--- config.mk ---
export PLATFORM = sky130hd
export DESIGN_NAME = ucode_seq
export DESIGN_NICKNAME = d
export VERILOG_FILES = /design/src/rtl/ucode_pkg.sv /design/src/rtl/ucode_urom.sv /design/src/rtl/ucode_seq.sv
export SDC_FILE = /design/constraint.sdc
export NUM_CORES = 1
export LEC_CHECK = 0
export BUFFER_PORTS_ARGS = -buffer_cell sky130_fd_sc_hd__clkbuf_2
export CAP_MARGIN = 20
export CORE_ASPECT_RATIO = 0.75
export CORE_UTILIZATION = 50
export CTS_BUF_LIST = sky130_fd_sc_hd__clkbuf_16
export CTS_CLUSTER_SIZE = 14
export DETAILED_ROUTE_END_ITERATION = 6
export PLACE_DENSITY = 0.72
export SLEW_MARGIN = 20
export SYNTH_ARGS = -nofsm -noshare
export SYNTH_HDL_FRONTEND = slang
export SYNTH_SLANG_ARGS = --single-unit
--- constraint.sdc ---
create_clock -name clk -period 8 [get_ports clk]
set_clock_uncertainty 0.15 [all_clocks]
set_input_delay 0 -clock clk [delete_from_list [all_inputs] [get_ports clk]]
set_output_delay 0 -clock clk [all_outputs]
set_load 0.05 [all_outputs]
--- src/rtl/ucode_pkg.sv ---
// Shared definitions for the micro-code sequencer: macro opcodes, ROM entry points,
// ROM entry layout, sequencer states and the micro-ROM image.
package ucode_pkg;

  localparam int TMPL_W = 32;

  localparam logic [6:0] OP_MUL_IMM  = 7'b0010000;
  localparam logic [6:0] OP_MULS_IMM = 7'b0011000;
  localparam logic [6:0] OP_MUL_REG  = 7'b0110000;
  localparam logic [6:0] OP_MULS_REG = 7'b0111000;

  localparam logic [6:0] U_ZERO  = 7'h01;
  localparam logic [6:0] U_ADD   = 7'h02;
  localparam logic [6:0] U_SUBI  = 7'h03;
  localparam logic [6:0] U_CMPI  = 7'h04;
  localparam logic [6:0] U_CMPSI = 7'h05;
  localparam logic [6:0] U_CMP   = 7'h06;
  localparam logic [6:0] U_CMPS  = 7'h07;
  localparam logic [6:0] U_BNE   = 7'h08;

  localparam logic [3:0]  R_T      = 4'd15;
  localparam logic [15:0] BR_BACK3 = 16'hFFFD;

  localparam int EP_MUL_IMM     = 0;
  localparam int EP_MULS_IMM    = 5;
  localparam int EP_MUL_REG     = 10;
  localparam int EP_MULS_REG    = 15;
  localparam int EP_ZS_MUL_IMM  = 20;
  localparam int EP_ZS_MULS_IMM = 21;

  typedef enum logic [1:0] {
    S_IDLE    = 2'd0,
    S_ISSUE   = 2'd1,
    S_BR_WAIT = 2'd2
  } seq_state_t;

  typedef struct packed {
    logic [TMPL_W-1:0] tmpl;
    logic              sub_rd;
    logic              sub_rs1;
    logic              sub_rs2;
    logic              sub_imm;
    logic              is_branch;
    logic              last;
  } urom_entry_t;

  function automatic logic [TMPL_W-1:0] t_r(input logic [6:0] op, input logic [3:0] rd,
                                            input logic [3:0] rs1, input logic [3:0] rs2);
    return {op, rd, rs1, rs2, 13'h0000};
  endfunction

  function automatic logic [TMPL_W-1:0] t_i(input logic [6:0] op, input logic [3:0] rd,
                                            input logic [3:0] rs1, input logic [15:0] imm);
    return {op, rd, rs1, 1'b0, imm};
  endfunction

  // ctl order: sub_rd, sub_rs1, sub_rs2, sub_imm, is_branch, last
  function automatic urom_entry_t mk(input logic [TMPL_W-1:0] tmpl, input logic [5:0] ctl);
    urom_entry_t e;
    e.tmpl = tmpl;
    {e.sub_rd, e.sub_rs1, e.sub_rs2, e.sub_imm, e.is_branch, e.last} = ctl;
    return e;
  endfunction

  function automatic urom_entry_t urom_image(input int unsigned idx);
    urom_entry_t e;
    e = '0;
    if (idx < 32'd20) begin
      case (idx % 32'd5)
        32'd0: e = mk(t_i(U_ZERO, 4'd0, 4'd0, 16'h0000), 6'b100000);
        32'd1: e = mk(t_r(U_ADD, 4'd0, 4'd0, 4'd0), 6'b110000);
        32'd2: e = mk(t_i(U_SUBI, R_T, R_T, 16'h0001), 6'b000000);
        32'd3: begin
          case (idx / 32'd5)
            32'd0:   e = mk(t_i(U_CMPI, 4'd0, R_T, 16'h0000), 6'b000100);
            32'd1:   e = mk(t_i(U_CMPSI, 4'd0, R_T, 16'h0000), 6'b000100);
            32'd2:   e = mk(t_r(U_CMP, 4'd0, R_T, 4'd0), 6'b001000);
            32'd3:   e = mk(t_r(U_CMPS, 4'd0, R_T, 4'd0), 6'b001000);
            default: e = '0;
          endcase
        end
        32'd4:   e = mk(t_i(U_BNE, 4'd0, 4'd0, BR_BACK3), 6'b000011);
        default: e = '0;
      endcase
    end else begin
      case (idx)
        32'd20:  e = mk(t_i(U_ZERO, 4'd0, 4'd0, 16'h0000), 6'b100001);
        32'd21:  e = mk(t_i(U_ZERO, 4'd0, 4'd0, 16'h0000), 6'b100000);
        32'd22:  e = mk(t_i(U_CMPSI, 4'd0, R_T, 16'h0000), 6'b000101);
        default: e = '0;
      endcase
    end
    return e;
  endfunction

endpackage

--- src/rtl/ucode_urom.sv ---
// Registered-read micro-ROM: the entry at i_addr appears on o_entry after one clock.
module ucode_urom
  import ucode_pkg::*;
#(
  parameter int UROM_DEPTH = 32,
  parameter int UPC_W      = 5
) (
  input  logic             i_clk,
  input  logic             i_rst_n,
  input  logic [UPC_W-1:0] i_addr,
  output urom_entry_t      o_entry
);

  urom_entry_t r_entry;

  always_ff @(posedge i_clk or negedge i_rst_n) begin
    if (!i_rst_n) begin
      r_entry <= '0;
    end else if (32'(i_addr) < $unsigned(UROM_DEPTH)) begin
      r_entry <= urom_image(32'(i_addr));
    end else begin
      r_entry <= '0;
    end
  end

  assign o_entry = r_entry;

endmodule

--- src/rtl/ucode_seq.sv ---
// Micro-code sequencer: expands multiply macro-ops into micro-op streams from a micro-ROM.
// Optional build macro UCODE_SEQ_ZERO_SKIP_EN shortens immediate multiplies by zero.
module ucode_seq
  import ucode_pkg::*;
#(
  parameter int XLEN       = 32,
  parameter int UROM_DEPTH = 32,
  parameter int MAX_ITER   = 65535
) (
  input  logic            clk,
  input  logic            rst,
  input  logic            start_valid,
  output logic            start_ready,
  input  logic [6:0]      start_opcode,
  input  logic [15:0]     start_imm,
  input  logic [3:0]      start_rd,
  input  logic [3:0]      start_rs1,
  input  logic [3:0]      start_rs2,
  output logic            uop_valid,
  input  logic            uop_ready,
  output logic [XLEN-1:0] uop_instr,
  output logic            uop_last,
  input  logic            br_valid,
  input  logic            br_taken,
  input  logic            flush,
  output logic            busy,
  output logic            done,
  output logic            err
);

  localparam int UPC_W  = (UROM_DEPTH > 1) ? $clog2(UROM_DEPTH) : 1;
  localparam int ITER_W = $clog2(MAX_ITER + 1);
`ifdef UCODE_SEQ_ZERO_SKIP_EN
  localparam bit ZERO_SKIP = 1'b1;
`else
  localparam bit ZERO_SKIP = 1'b0;
`endif

  seq_state_t         r_state, w_state_nxt;
  logic [UPC_W-1:0]   r_upc, w_upc_nxt, w_ep;
  logic [ITER_W-1:0]  r_iter, w_iter_nxt;
  logic [3:0]         r_rd, r_rs1, r_rs2;
  logic [15:0]        r_imm;
  logic               r_done, r_err, w_done_nxt, w_err_nxt, w_accept, w_op_ok;
  urom_entry_t        w_entry;
  logic [UPC_W:0]     w_seq_upc;
  logic               w_seq_wrap, w_br_bad, w_iter_max;
  logic signed [17:0] w_br_tgt;
  logic [TMPL_W-1:0]  w_instr;

  ucode_urom #(.UROM_DEPTH(UROM_DEPTH), .UPC_W(UPC_W)) u_urom (
    .i_clk   (clk),
    .i_rst_n (rst),
    .i_addr  (w_upc_nxt),
    .o_entry (w_entry)
  );

  // Opcode decode to ROM entry point
  always_comb begin
    w_op_ok = 1'b1;
    case (start_opcode)
      OP_MUL_IMM:  w_ep = (ZERO_SKIP && start_imm == 16'h0000) ? UPC_W'(EP_ZS_MUL_IMM)
                                                               : UPC_W'(EP_MUL_IMM);
      OP_MULS_IMM: w_ep = (ZERO_SKIP && start_imm == 16'h0000) ? UPC_W'(EP_ZS_MULS_IMM)
                                                               : UPC_W'(EP_MULS_IMM);
      OP_MUL_REG:  w_ep = UPC_W'(EP_MUL_REG);
      OP_MULS_REG: w_ep = UPC_W'(EP_MULS_REG);
      default: begin
        w_ep    = '0;
        w_op_ok = 1'b0;
      end
    endcase
  end

  assign w_seq_upc  = {1'b0, r_upc} + {{UPC_W{1'b0}}, 1'b1};
  assign w_seq_wrap = (w_seq_upc >= (UPC_W+1)'(UROM_DEPTH));
  assign w_br_tgt   = $signed(18'(r_upc)) + $signed({{2{w_entry.tmpl[15]}}, w_entry.tmpl[15:0]});
  assign w_br_bad   = w_br_tgt[17] || (w_br_tgt[16:0] >= 17'(UROM_DEPTH));
  assign w_iter_max = (r_iter == ITER_W'(MAX_ITER));

  // Next-state, next-uPC and status pulse logic; flush overrides everything
  always_comb begin
    w_state_nxt = r_state;
    w_upc_nxt   = r_upc;
    w_iter_nxt  = r_iter;
    w_done_nxt  = 1'b0;
    w_err_nxt   = 1'b0;
    w_accept    = 1'b0;
    if (flush) begin
      w_state_nxt = S_IDLE;
    end else begin
      case (r_state)
        S_IDLE: begin
          if (start_valid) begin
            w_accept = 1'b1;
            if (w_op_ok) begin
              w_state_nxt = S_ISSUE;
              w_upc_nxt   = w_ep;
              w_iter_nxt  = '0;
            end else begin
              w_err_nxt = 1'b1;
            end
          end else begin
            w_accept = 1'b0;
          end
        end
        S_ISSUE: begin
          if (!uop_ready) begin
            w_state_nxt = S_ISSUE;
          end else if (w_entry.is_branch) begin
            w_state_nxt = S_BR_WAIT;
          end else if (w_entry.last) begin
            w_state_nxt = S_IDLE;
            w_done_nxt  = 1'b1;
          end else if (w_seq_wrap) begin
            w_state_nxt = S_IDLE;
            w_err_nxt   = 1'b1;
          end else begin
            w_upc_nxt = w_seq_upc[UPC_W-1:0];
          end
        end
        S_BR_WAIT: begin
          if (!br_valid) begin
            w_state_nxt = S_BR_WAIT;
          end else if (br_taken) begin
            if (w_iter_max || w_br_bad) begin
              w_state_nxt = S_IDLE;
              w_err_nxt   = 1'b1;
            end else begin
              w_state_nxt = S_ISSUE;
              w_upc_nxt   = w_br_tgt[UPC_W-1:0];
              w_iter_nxt  = r_iter + ITER_W'(1);
            end
          end else if (w_entry.last) begin
            w_state_nxt = S_IDLE;
            w_done_nxt  = 1'b1;
          end else if (w_seq_wrap) begin
            w_state_nxt = S_IDLE;
            w_err_nxt   = 1'b1;
          end else begin
            w_state_nxt = S_ISSUE;
            w_upc_nxt   = w_seq_upc[UPC_W-1:0];
          end
        end
        default: w_state_nxt = S_IDLE;
      endcase
    end
  end

  // State, uPC, iteration count, status pulses and operand latches
  always_ff @(posedge clk or negedge rst) begin
    if (!rst) begin
      r_state <= S_IDLE;
      r_upc   <= '0;
      r_iter  <= '0;
      r_done  <= 1'b0;
      r_err   <= 1'b0;
      r_rd    <= '0;
      r_rs1   <= '0;
      r_rs2   <= '0;
      r_imm   <= '0;
    end else begin
      r_state <= w_state_nxt;
      r_upc   <= w_upc_nxt;
      r_iter  <= w_iter_nxt;
      r_done  <= w_done_nxt;
      r_err   <= w_err_nxt;
      if (w_accept) begin
        r_rd  <= start_rd;
        r_rs1 <= start_rs1;
        r_rs2 <= start_rs2;
        r_imm <= start_imm;
      end
    end
  end

  // Operand substitution into the ROM template; imm is applied after rs2 as they overlap
  always_comb begin
    w_instr        = w_entry.tmpl;
    w_instr[24:21] = w_entry.sub_rd  ? r_rd  : w_entry.tmpl[24:21];
    w_instr[20:17] = w_entry.sub_rs1 ? r_rs1 : w_entry.tmpl[20:17];
    w_instr[16:13] = w_entry.sub_rs2 ? r_rs2 : w_entry.tmpl[16:13];
    w_instr[15:0]  = w_entry.sub_imm ? r_imm : w_instr[15:0];
  end

  assign uop_instr   = XLEN'(w_instr);
  assign uop_last    = w_entry.last;
  assign uop_valid   = (r_state == S_ISSUE);
  assign busy        = (r_state != S_IDLE);
  assign start_ready = (r_state == S_IDLE) && !flush && rst;
  assign done        = r_done;
  assign err         = r_err;

endmodule

== Yosys cells after proc, flatten, opt, wreduce, memory -nomap -nowiden ==
Index checks and enable logic that the tools add are counted.

* Reduce and logical (&&, ||, !) cells: 13
* Equality and inequality tests: 25
* $add $sub $neg: 3
* Div/mod/pow operators: 2
* Bitwise logic cells: 1
* Muxes and demuxes: 61
* Magnitude comparators: 3

{| class="wikitable"
|+ Operator list
! kind !! number
|-
| one-hot mux 38 bit (5 select lines) || 1
|-
| one-hot mux 34 bit (4 select lines) || 1
|-
| == test 32 x 2 -> 1 bit (second input constant) || 4
|-
| one-hot mux 34 bit (3 select lines) || 1
|-
| 2-to-1 mux 16 bit || 6
|-
| == test 32 x 1 -> 1 bit (second input constant) || 2
|-
| logical NOT 32 bit || 2
|-
| 2-to-1 mux 5 bit || 10
|-
| 2-to-1 mux 38 bit || 1
|-
| divider 5 x 3 -> 32 bit (second input constant) || 1
|-
| == test 32 x 3 -> 1 bit (second input constant) || 1
|-
| remainder unit 5 x 3 -> 32 bit (second input constant) || 1
|-
| one-hot mux 16 bit (2 select lines) || 1
|-
| 2-to-1 mux 1 bit || 23
|-
| 2-to-1 mux 2 bit || 9
|-
| adder 6 x 16 -> 17 bit || 1
|-
| greater-or-equal comparator 17 x 6 -> 1 bit (second input constant) || 1
|-
| adder 16 x 1 -> 16 bit (second input constant) || 1
|-
| == test 16 bit (second input constant) || 1
|-
| == test 5 bit (second input constant) || 3
|-
| one-hot mux 5 bit (3 select lines) || 1
|-
| == test 7 x 5 -> 1 bit (second input constant) || 2
|-
| == test 7 x 6 -> 1 bit (second input constant) || 2
|-
| 2-to-1 mux 4 bit || 3
|-
| 21 further kinds || 29
|}

* Bits in registers: 91
* Input bits: 42
* Output and inout port bits: 38
* Logic and storage cells: 124

== Logic depth before layout (Yosys ltp) ==
Gate-level depths: netlist of the first run.

* Depth in word-level cells: 14
* Depth in mapped cells: 32
* Mapped depth without buffers: 29

== Hierarchy ==
A second synthesis of the first run with hierarchy kept.

* Cell total of the unflattened synthesis: 568
* Area total of the unflattened synthesis: 5193.7 um^2

{| class="wikitable"
|+ By module, submodules not included
! module !! times used !! area an instance (um^2) !! seq. area each (um^2) !! cells each
|-
| ucode_seq || 1 || 3763.6 || 1326.3 || 406
|-
| ucode_urom || 1 || 1430.1 || 300.3 || 162
|}

== Least setup slack after synthesis of the first run ==
No wires, ideal clock.

* Path kind: register -> register
* From: register r_upc[4]
* To: register u_urom.r_entry (netlist bit u_urom.o_entry[32])
* Data required time: 7729 ps
* Path slack: 1566 ps
* Library setup time: 121 ps
* Arrival time: 6163 ps
* Stages on the path, launching flop included: 31
* Buffers on the path: 4
* Clock period less this slack: 6434 ps
* Cells stage by stage: dfrtp_1 > clkbuf_1 > inv_1 > ha_1 > a21oi_1 > o21ai_0 > ha_1 > nor4b_2 > nand4_1 > or2_1 > buf_2 > or4_1 > a31oi_1 > buf_2 > nand2_1 > ha_1 > inv_1 > o211ai_1 > a2111o_1 > and2_1 > buf_6 > xnor2_1 > inv_1 > ha_1 > inv_1 > nand3_1 > nor4_1 > o31ai_1 > o221ai_1 > nand3b_4 > and4b_1

* Word-level cells in the longest chain between the ends: 14
* Elaborated cells between the ends (all ways): 32
* Classes of those cells: add/sub: 2; div: 2; order compare: 3; eq/ne: 7; mux: 14; reduce/logical: 4

{| class="wikitable"
|+ Ends and longest elaborated chain
! element !! RTL line !! source
|-
| start, declared || ucode_seq.sv:40 || <nowiki>logic [UPC_W-1:0] r_upc, w_upc_nxt, w_ep;</nowiki>
|-
| start signal, assigned || ucode_seq.sv:164 || <nowiki>r_upc <= w_upc_nxt;</nowiki>
|-
| adder 6 x 16 -> 17 bit || ucode_seq.sv:77 || <nowiki>assign w_br_tgt = $signed(18'(r_upc)) + $signed({{2{w_entry.tmpl[15]}}, w_entry.tmpl[15:0]});</nowiki>
|-
| greater-or-equal comparator 17 x 6 -> 1 bit || ucode_seq.sv:78 || <nowiki>assign w_br_bad = w_br_tgt[17] || (w_br_tgt[16:0] >= 17'(UROM_DEPTH));</nowiki>
|-
| logical OR 1 bit || ucode_seq.sv:78 ||
|-
| logical OR 1 bit || ucode_seq.sv:126 || <nowiki>if (w_iter_max || w_br_bad) begin</nowiki>
|-
| 2-to-1 mux 5 bit || ucode_seq.sv:126 ||
|-
| 2-to-1 mux 5 bit || ucode_seq.sv:125 || <nowiki>end else if (br_taken) begin</nowiki>
|-
| 2-to-1 mux 5 bit || ucode_seq.sv:123 || <nowiki>if (!br_valid) begin</nowiki>
|-
| one-hot mux 5 bit (3 select lines) || ucode_seq.sv:92 || <nowiki>case (r_state)</nowiki>
|-
| 2-to-1 mux 5 bit * || ucode_seq.sv:89 || <nowiki>if (flush) begin</nowiki>
|-
| divider 5 x 3 -> 32 bit || ucode_pkg.sv:74 || <nowiki>case (idx / 32'd5)</nowiki>
|-
| == test 32 x 2 -> 1 bit, or another cell as far along || ucode_pkg.sv:74 ||
|-
| one-hot mux 34 bit (4 select lines) || ucode_pkg.sv:74 ||
|-
| one-hot mux 38 bit (5 select lines) || ucode_pkg.sv:69 || <nowiki>case (idx % 32'd5)</nowiki>
|-
| 2-to-1 mux 38 bit * || ucode_pkg.sv:68 || <nowiki>if (idx < 32'd20) begin</nowiki>
|-
| end signal, assigned || ucode_urom.sv:20 || <nowiki>r_entry <= urom_image(32'(i_addr));</nowiki>
|-
| end, declared || ucode_urom.sv:14 || <nowiki>urom_entry_t r_entry;</nowiki>
|}

Mark *: on every way between the ends. The rest lies on a longest branch, timed or not.
A chain may end at the register's enable or synchronous reset.

== Worst setup path in the final report of the first run ==
* From: register r_upc[4]
* To: register u_urom.r_entry (netlist bit u_urom.o_entry[6])

* Word-level cells in the longest chain between the ends: 13
* Elaborated cells between the ends (all ways): 26
* Classes of those cells: add/sub: 2; div: 1; order compare: 3; eq/ne: 4; mux: 13; reduce/logical: 3

{| class="wikitable"
|+ Ends and longest elaborated chain
! element !! RTL line
|-
| adder 6 x 16 -> 17 bit || ucode_seq.sv:77
|-
| greater-or-equal comparator 17 x 6 -> 1 bit || ucode_seq.sv:78
|-
| logical OR 1 bit || ucode_seq.sv:78
|-
| logical OR 1 bit || ucode_seq.sv:126
|-
| 2-to-1 mux 5 bit || ucode_seq.sv:126
|-
| 2-to-1 mux 5 bit || ucode_seq.sv:125
|-
| 2-to-1 mux 5 bit || ucode_seq.sv:123
|-
| one-hot mux 5 bit (3 select lines) || ucode_seq.sv:92
|-
| 2-to-1 mux 5 bit * || ucode_seq.sv:89
|-
| remainder unit 5 x 3 -> 32 bit || ucode_pkg.sv:69
|-
| == test 32 x 3 -> 1 bit, or another cell as far along || ucode_pkg.sv:69
|-
| one-hot mux 38 bit (5 select lines) || ucode_pkg.sv:69
|-
| 2-to-1 mux 38 bit * || ucode_pkg.sv:68
|}

Marks and branches as above.

==> impl_metrics.py, run 1 <==
metrics = {
    "outcome": {
        "outcome": "complete, but fails checks",
        "failed_checks": "design-rule violations",
    },
    "yosys": {
        "synthFlopType": "dfrtp_1",
        "async_flop_share_pct": 100,
        "synth_edf_count": 0,
        "synth_cell_type_count": 75,
        "ys_ff_latch": 65,
        "yosysTopAreaCellShare_pct": 34.6,
        "yosysSeqAreaShare_pct": 34.6,
        "syn_area_sq_um": 4700,
        "synth_area_leaders": "dfrtp_1, mux2_2, ha_1, nand2_1, nor2_1",
        "yosysTopAreaCell": "dfrtp_1",
        "avgSynthCellArea_sq_um": 8.92,
        "syn_inst": 527,
        "ys_warn_count": 0,
    },
    "cts": {
        "clkTransAtPathRegs_ns": 0.05,
        "cts_buffer_depth": 2,
        "cts_tree": "built",
        "post_cts_buffers": 0,
        "cts_buffers": 9,
        "cts_sinks": 65,
        "htreeDepth": 3,
        "insertion_delay_ns": 0.33,
        "cts-root-buf": "clkbuf_16",
    },
    "global_route": {
        "grt_use_total_pct": 25.7,
        "grt_first_pass_wirelength_microns": 19700,
        "grt_pass1_vias": 4050,
        "antenna_found_initial": 0,
        "gr-total-overflow": 0,
        "grt_max_degree": 67,
    },
    "cells_and_area": {
        "diodes": 0,
        "instances_no_fill": 749,
        "area_growth_pct": 21.5,
        "n_fill_cell": 752,
        "layout-drive-gt1-share_pct": 23.8,
        "seqCellArea_sq_um": 1630,
        "finalNetCount": 681,
        "multi_input_area_sq_um": 2830,
    },
    "timing": {
        "timing.final.crit_share_pct": 89.9,
        "fmax_mhz": 139,
        "setup_tns_ns": 0,
        "hold_viol": 0,
        "report.final.slew_viol_count": 0,
        "rsz0062_at_grt": "false",
        "setup_ws_ns": 0.807,
        "worst_pin_slew_ns": 0.922,
        "relSlewSlack_pct": 38.3,
        "setup_violations": 0,
        "fin_crit_ns": 7.19,
    },
    "power_and_ir_drop": {
        "switchingPower_uw": 973,
        "intPower_uw": 983,
        "combinationalPowerShare_pct": 55.3,
        "clockPowerShare_pct": 19.6,
        "ir_drop_v": 0.000248,
        "pwr-share-seq_pct": 25.0,
        "p_leak_uw": 0.00270,
        "swShare_pct": 49.7,
        "cellPowerDensity_nw_per_um2": 343,
    },
    "detailed_routing": {
        "finalWirelength_microns": 11900,
        "drt-vias-per-instance": 5.79,
        "num_vias": 4337,
        "drc_errors": 1,
        "ant_nets": 0,
        "drt-initial-drc-count": 360,
        "wl_per_cell_microns": 16.0,
        "firstDrtPassIters": 7,
    },
    "placement": {
        "place_congestion": 0.994,
        "preCtsSetupSlack_ns": 0.746,
        "dp_hpwl_microns": 8390,
        "portBuffers": 76,
        "dp_cells": 702,
    },
    "worst_hold_path": {
        "worst_hold_path_type": "in2reg",
        "min_from": "uop_ready",
    },
    "floorplanning": {
        "die-area_sq_um": 9790,
        "num_rows": 30,
        "start_util_pct": 51.7,
        "num_io_pins": 80,
        "core_sq_um": 9080,
        "dieHeight_microns": 86.0,
        "die_w_microns": 114,
    },
    "setup_path": {
        "crit_arrival_ns": 7.28,
        "cp-start-kind": "register",
        "crit_path_frequent_cell": "ha_1",
        "critical-path-top-delay-family": "simple AND/OR/NAND/NOR gates",
        "crit_start": "r_upc[4]",
        "setup.worst_path.class": "reg2reg",
        "cp_slowest_stage_delay_ns": 0.60,
        "r2r_slack_ns": 0.81,
        "cp.required_ns": 8.09,
        "crit_path_end_kind": "register",
        "critPathBufInv": 4,
        "crit_fanout": 13,
        "crit_slowest_cell": "dfrtp_1",
        "reg2reg_from": "r_upc[4]",
    },
    "flow_run": {
        "cap_violations": 0,
    },
}
layout make-up:
class	instances	area share, %
inverters	21	1.38
well taps	128	2.80
flip-flops and latches	65	28.5
repair buffers	111	12.6
clock inverters	7	1.23
multi-input cells	408	49.5
clock buffers	9	3.94
layout by cell type (no fill, tap or decap), types with 7 or more instances in the layout:
master         Yosys  routed
and2_1             9       8
dlygate4sd3_1      0      31
nand2_1           64      64
nor4_1             7       7
clkbuf_2           0      75
clkbuf_16          0       9
nand3_1           16      16
ha_1              23      23
nor2_1            45      44
mux2_2            29      29
xor2_1            15      15
o21ai_0           21      21
mux2i_1            7       7
inv_1             21      21
nand2b_1           9       9
a31oi_1           10      10
dfrtp_1           65      64
a21oi_1           26      26
nor2b_1            7       7
nand4_1           11      11
nor3_1             8       8
cells by family after synthesis:
family	Yosys count	share of synthesized area [%]
compound gates	113	17.0
xor+xnor	21	3.91
fa+ha+maj	23	6.12
buf+inv	56	5.46
flops	65	34.6
mux	38	9.24
other cells	1	0.0798
simple gates	210	23.5
power groups by stage:
stage	clock (uW)	combinational [uW]	sequential, uW
floorplan	0	882	447
global placement	0	1030	488
detailed placement	0	1050	490
CTS	391	1070	486
global route	407	1170	501
finish	384	1080	490
Yosys cell counts (all sizes together), types with 8 or more instances:
cell type,n
dfrtp,65
nand2b,9
and2,9
nand4,11
inv,21
nand2,64
clkbuf,20
mux2i,8
nand3,16
buf,15
nor4,9
nor3,8
nor2,46
o21ai,23
ha,23
xor2,15
a31oi,10
a21oi,28
mux2,30
sequential cells by signal (all words and copies together), names as in the netlist:
register        flops
r_iter             16
r_rs2               4
r_upc               5
r_rs1               4
u_urom.o_entry     12
done                1
r_imm              16
err                 1
r_state             2
r_rd                4
path summary, 6_finish.rpt:
kind / cells past startpoint / end
worst max-delay path: 27 / u_urom.o_entry[6]
worst min-delay path: 5 / r_state[1]
worst max register to register: 27 / u_urom.o_entry[6]
worst min register to register: 1 / r_imm[12]
max in group asynchronous: 3 / u_urom.o_entry[21]
min in group asynchronous: 3 / r_iter[13]
worst reg2reg max path, stage by stage (launching register included):
cell and delay, ns:
dfrtp_1 0.60, inv_1 0.20, ha_1 0.34, a21oi_1 0.30, o21ai_0 0.16, ha_1 0.23
nor4b_2 0.25, nand4_1 0.18, or2_1 0.34, or4_1 0.53, a31oi_1 0.23, buf_4 0.21
nand2_1 0.08, ha_1 0.33, nor2b_1 0.27, o31ai_1 0.14, a221oi_2 0.41, and2_2 0.35
xnor2_1 0.13, inv_1 0.14, ha_1 0.26, inv_1 0.10, nand3_1 0.09, nor4_1 0.05
o31ai_1 0.29, o221ai_1 0.17, nand2b_1 0.26, nor4b_4 0.29
what timing repair did:
action,CTS,global route
resized for setup,0,3
hold buffers,31,0
endpoints found under the hold margin,97,0
endpoints found under the setup margin,0,11
stage by stage:
| step | hold WS (ns) | area [sq um] | total power [uW] | utilization [%] |
|---|---|---|---|---|
| 6_report | 0.0123 | 5710 | 1960 | 62.9 |
| 5_1_grt | 0.103 | 5710 | 2080 | 62.9 |
| 4_1_cts | 0.00455 | 5710 | 1950 | 62.8 |
| 3_5_place_dp | 0.0835 | 5100 | 1540 | 56.1 |
| 3_3_place_gp | 0.0784 | 5100 | 1520 | 56.1 |
| 2_1_floorplan | -0.446 | 4710 | 1330 | - |
routing by layer:
metal | share of wire, % | global-route usage [%] | up-vias
met3 | 6.5 | 7.07 | 28
met4 | 2.0 | 8.97 | 0
li1 | - | - | 2069
met5 | 0 | 0 | -
met1 | 43 | 33.6 | 2064
met2 | 48 | 41.0 | 176
(Power assumes the default switching activity.)
==> run 2: changes to the inputs <==
--- a/config.mk
+++ b/config.mk
@@ -7,13 +7,17 @@
 export LEC_CHECK = 0
 export BUFFER_PORTS_ARGS = -buffer_cell sky130_fd_sc_hd__clkbuf_2
 export CAP_MARGIN = 20
+export CELL_PAD_IN_SITES_DETAIL_PLACEMENT = 1
+export CELL_PAD_IN_SITES_GLOBAL_PLACEMENT = 2
 export CORE_ASPECT_RATIO = 0.75
-export CORE_UTILIZATION = 50
+export CORE_UTILIZATION = 35
 export CTS_BUF_LIST = sky130_fd_sc_hd__clkbuf_16
 export CTS_CLUSTER_SIZE = 14
 export DETAILED_ROUTE_END_ITERATION = 6
-export PLACE_DENSITY = 0.72
+export PLACE_DENSITY_LB_ADDON = 0.1
+export SKIP_CTS_REPAIR_TIMING = 1
 export SLEW_MARGIN = 20
 export SYNTH_ARGS = -nofsm -noshare
 export SYNTH_HDL_FRONTEND = slang
 export SYNTH_SLANG_ARGS = --single-unit
+export TNS_END_PERCENT = 1
==> run 2 against run 1 <==
Compared with the run above: the run now ends clean; sequential power about the same; cell count grew 6.0%; sequential cell count stayed put; global-route usage shrank 5.5 points; power increased by 2.4%; maximum frequency fell by 1.8%; clock-buffer cell count is the same; worst hold slack better by 0.010 ns; die area up 42%; register-to-register slack got worse by 0.13 ns; clock power up 6.2%; critical path type unchanged.
==> impl_metrics.py, run 2 (same netlist as run 1, synthesis figures left out) <==
metrics = {
    "cts": {
        "cts_tree": "built",
        "cts-root-buf": "clkbuf_16",
        "cts_buffer_depth": 2,
        "clkTransAtPathRegs_ns": 0.05,
        "htreeDepth": 3,
        "cts_sinks": 65,
        "cts_buffers": 9,
        "insertion_delay_ns": 0.32,
    },
    "timing": {
        "rsz0062_at_grt": "false",
        "setup_violations": 0,
        "report.final.slew_viol_count": 0,
        "setup_tns_ns": 0,
        "worst_pin_slew_ns": 0.881,
        "fin_crit_ns": 7.32,
        "fmax_mhz": 137,
        "timing.final.crit_share_pct": 91.6,
        "hold_viol": 0,
        "relSlewSlack_pct": 41.0,
        "setup_ws_ns": 0.675,
        "fin_hold_ws_ns": 0.0224,
    },
    "floorplanning": {
        "core_sq_um": 13100,
        "start_util_pct": 36.0,
        "num_rows": 36,
        "dieHeight_microns": 102,
        "num_io_pins": 80,
        "die_w_microns": 136,
        "die-area_sq_um": 13900,
    },
    "global_route": {
        "grt_first_pass_wirelength_microns": 21900,
        "grt_max_degree": 67,
        "gr-total-overflow": 0,
        "antenna_found_initial": 0,
        "grt_pass1_vias": 4284,
        "grt_use_total_pct": 20.2,
    },
    "cells_and_area": {
        "layout_commonest_cell": "clkbuf_2",
        "final_cell_mix": "clkbuf_2, dfrtp_1, nand2_1, nor2_1, dlygate4sd3_1",
        "finalNetCount": 683,
        "area_growth_pct": 23.2,
        "diodes": 0,
        "layout-drive-gt1-share_pct": 23.6,
    },
    "worst_hold_path": {
        "worst_hold_path_type": "in2reg",
    },
    "placement": {
        "preCtsSetupSlack_ns": 0.602,
        "place_congestion": 0.888,
        "portBuffers": 76,
        "dp_hpwl_microns": 9910,
    },
    "setup_path": {
        "crit_arrival_ns": 7.38,
        "cp_slowest_stage_delay_ns": 0.64,
        "setup.worst_path.class": "reg2reg",
        "crit_path_end_kind": "register",
        "cp.required_ns": 8.06,
        "critPathBufInv": 3,
        "crit_fanout": 21,
        "cp-start-kind": "register",
        "crit_slowest_cell": "dfrtp_1",
        "critical-path-top-delay-family": "simple AND/OR/NAND/NOR gates",
        "crit_path_frequent_cell": "ha_1",
    },
    "power_and_ir_drop": {
        "switchingPower_uw": 989,
        "swShare_pct": 49.4,
        "p_leak_uw": 0.00274,
        "clockPowerShare_pct": 20.4,
        "ir_drop_v": 0.000182,
        "cellPowerDensity_nw_per_um2": 346,
        "pwr-share-seq_pct": 24.6,
        "intPower_uw": 1010,
        "combinationalPowerShare_pct": 55.0,
    },
    "detailed_routing": {
        "num_vias": 4304,
        "ant_nets": 0,
        "wl_per_cell_microns": 17.4,
        "finalWirelength_microns": 13800,
        "drt-vias-per-instance": 5.42,
        "drt-initial-drc-count": 193,
        "drc_errors": 0,
        "firstDrtPassIters": 4,
    },
    "flow_run": {
        "cap_violations": 0,
    },
    "outcome": {
        "outcome": "completed",
    },
}
## run 2: area by class of cell
cell class	count	area, sq um
Clock buffer	9	225
Clock inverter	7	86.3
Fill cell	1549	7270
Inverter	21	78.8
Multi-Input combinational cell	408	2830
Sequential cell	65	1630
Tap cell	171	214
Timing Repair Buffer	113	736
## run 2: worst paths after layout
| check | endpoint | startpoint | slack [ns] | depth (start not counted) |
|---|---|---|---|---|
| max in group asynchronous | u_urom.o_entry[21] | rst | 6.85 | 3 |
| worst min register to register | r_imm[6] | r_imm[6] | 0.35 | 1 |
| worst max-delay path | u_urom.o_entry[32] | u_urom.o_entry[21] | 0.68 | 27 |
| worst max register to register | u_urom.o_entry[32] | u_urom.o_entry[21] | 0.68 | 27 |
| worst min-delay path | err | start_opcode[6] | 0.02 | 6 |
| min in group asynchronous | r_state[1] | rst | 0.27 | 3 |
## run 2: layer usage
layer / global-route usage [%] / wire length (microns)
met5: 0 / 0
met4: 4.15 / 75
met3: 3.67 / 451
met2: 33.4 / 6730
met1: 27.6 / 6590
## run 2: power groups by stage
stage	clock network [uW]	logic (uW)	registers, uW
6_report	408	1100	493
5_1_grt	433	1190	505
4_1_cts	421	1090	492
3_5_place_dp	0	1080	497
3_3_place_gp	0	1070	494
2_1_floorplan	0	882	447
## run 2: through the flow
stage	area, sq um	cells	util (%)	total power, uW
2_1_floorplan	4710	529	-	1330
3_3_place_gp	5170	747	39.6	1560
3_5_place_dp	5170	747	39.6	1580
4_1_cts	5480	763	42.0	2000
5_1_grt	5790	794	44.3	2130
6_report	5790	794	44.3	2000
## run 2: worst min-delay path, stage by stage
cell	delay (ns)
clkbuf_2	0.09
inv_1	0.04
a21o_1	0.15
o31ai_1	0.06
a31oi_1	0.04
nor2_1	0.07
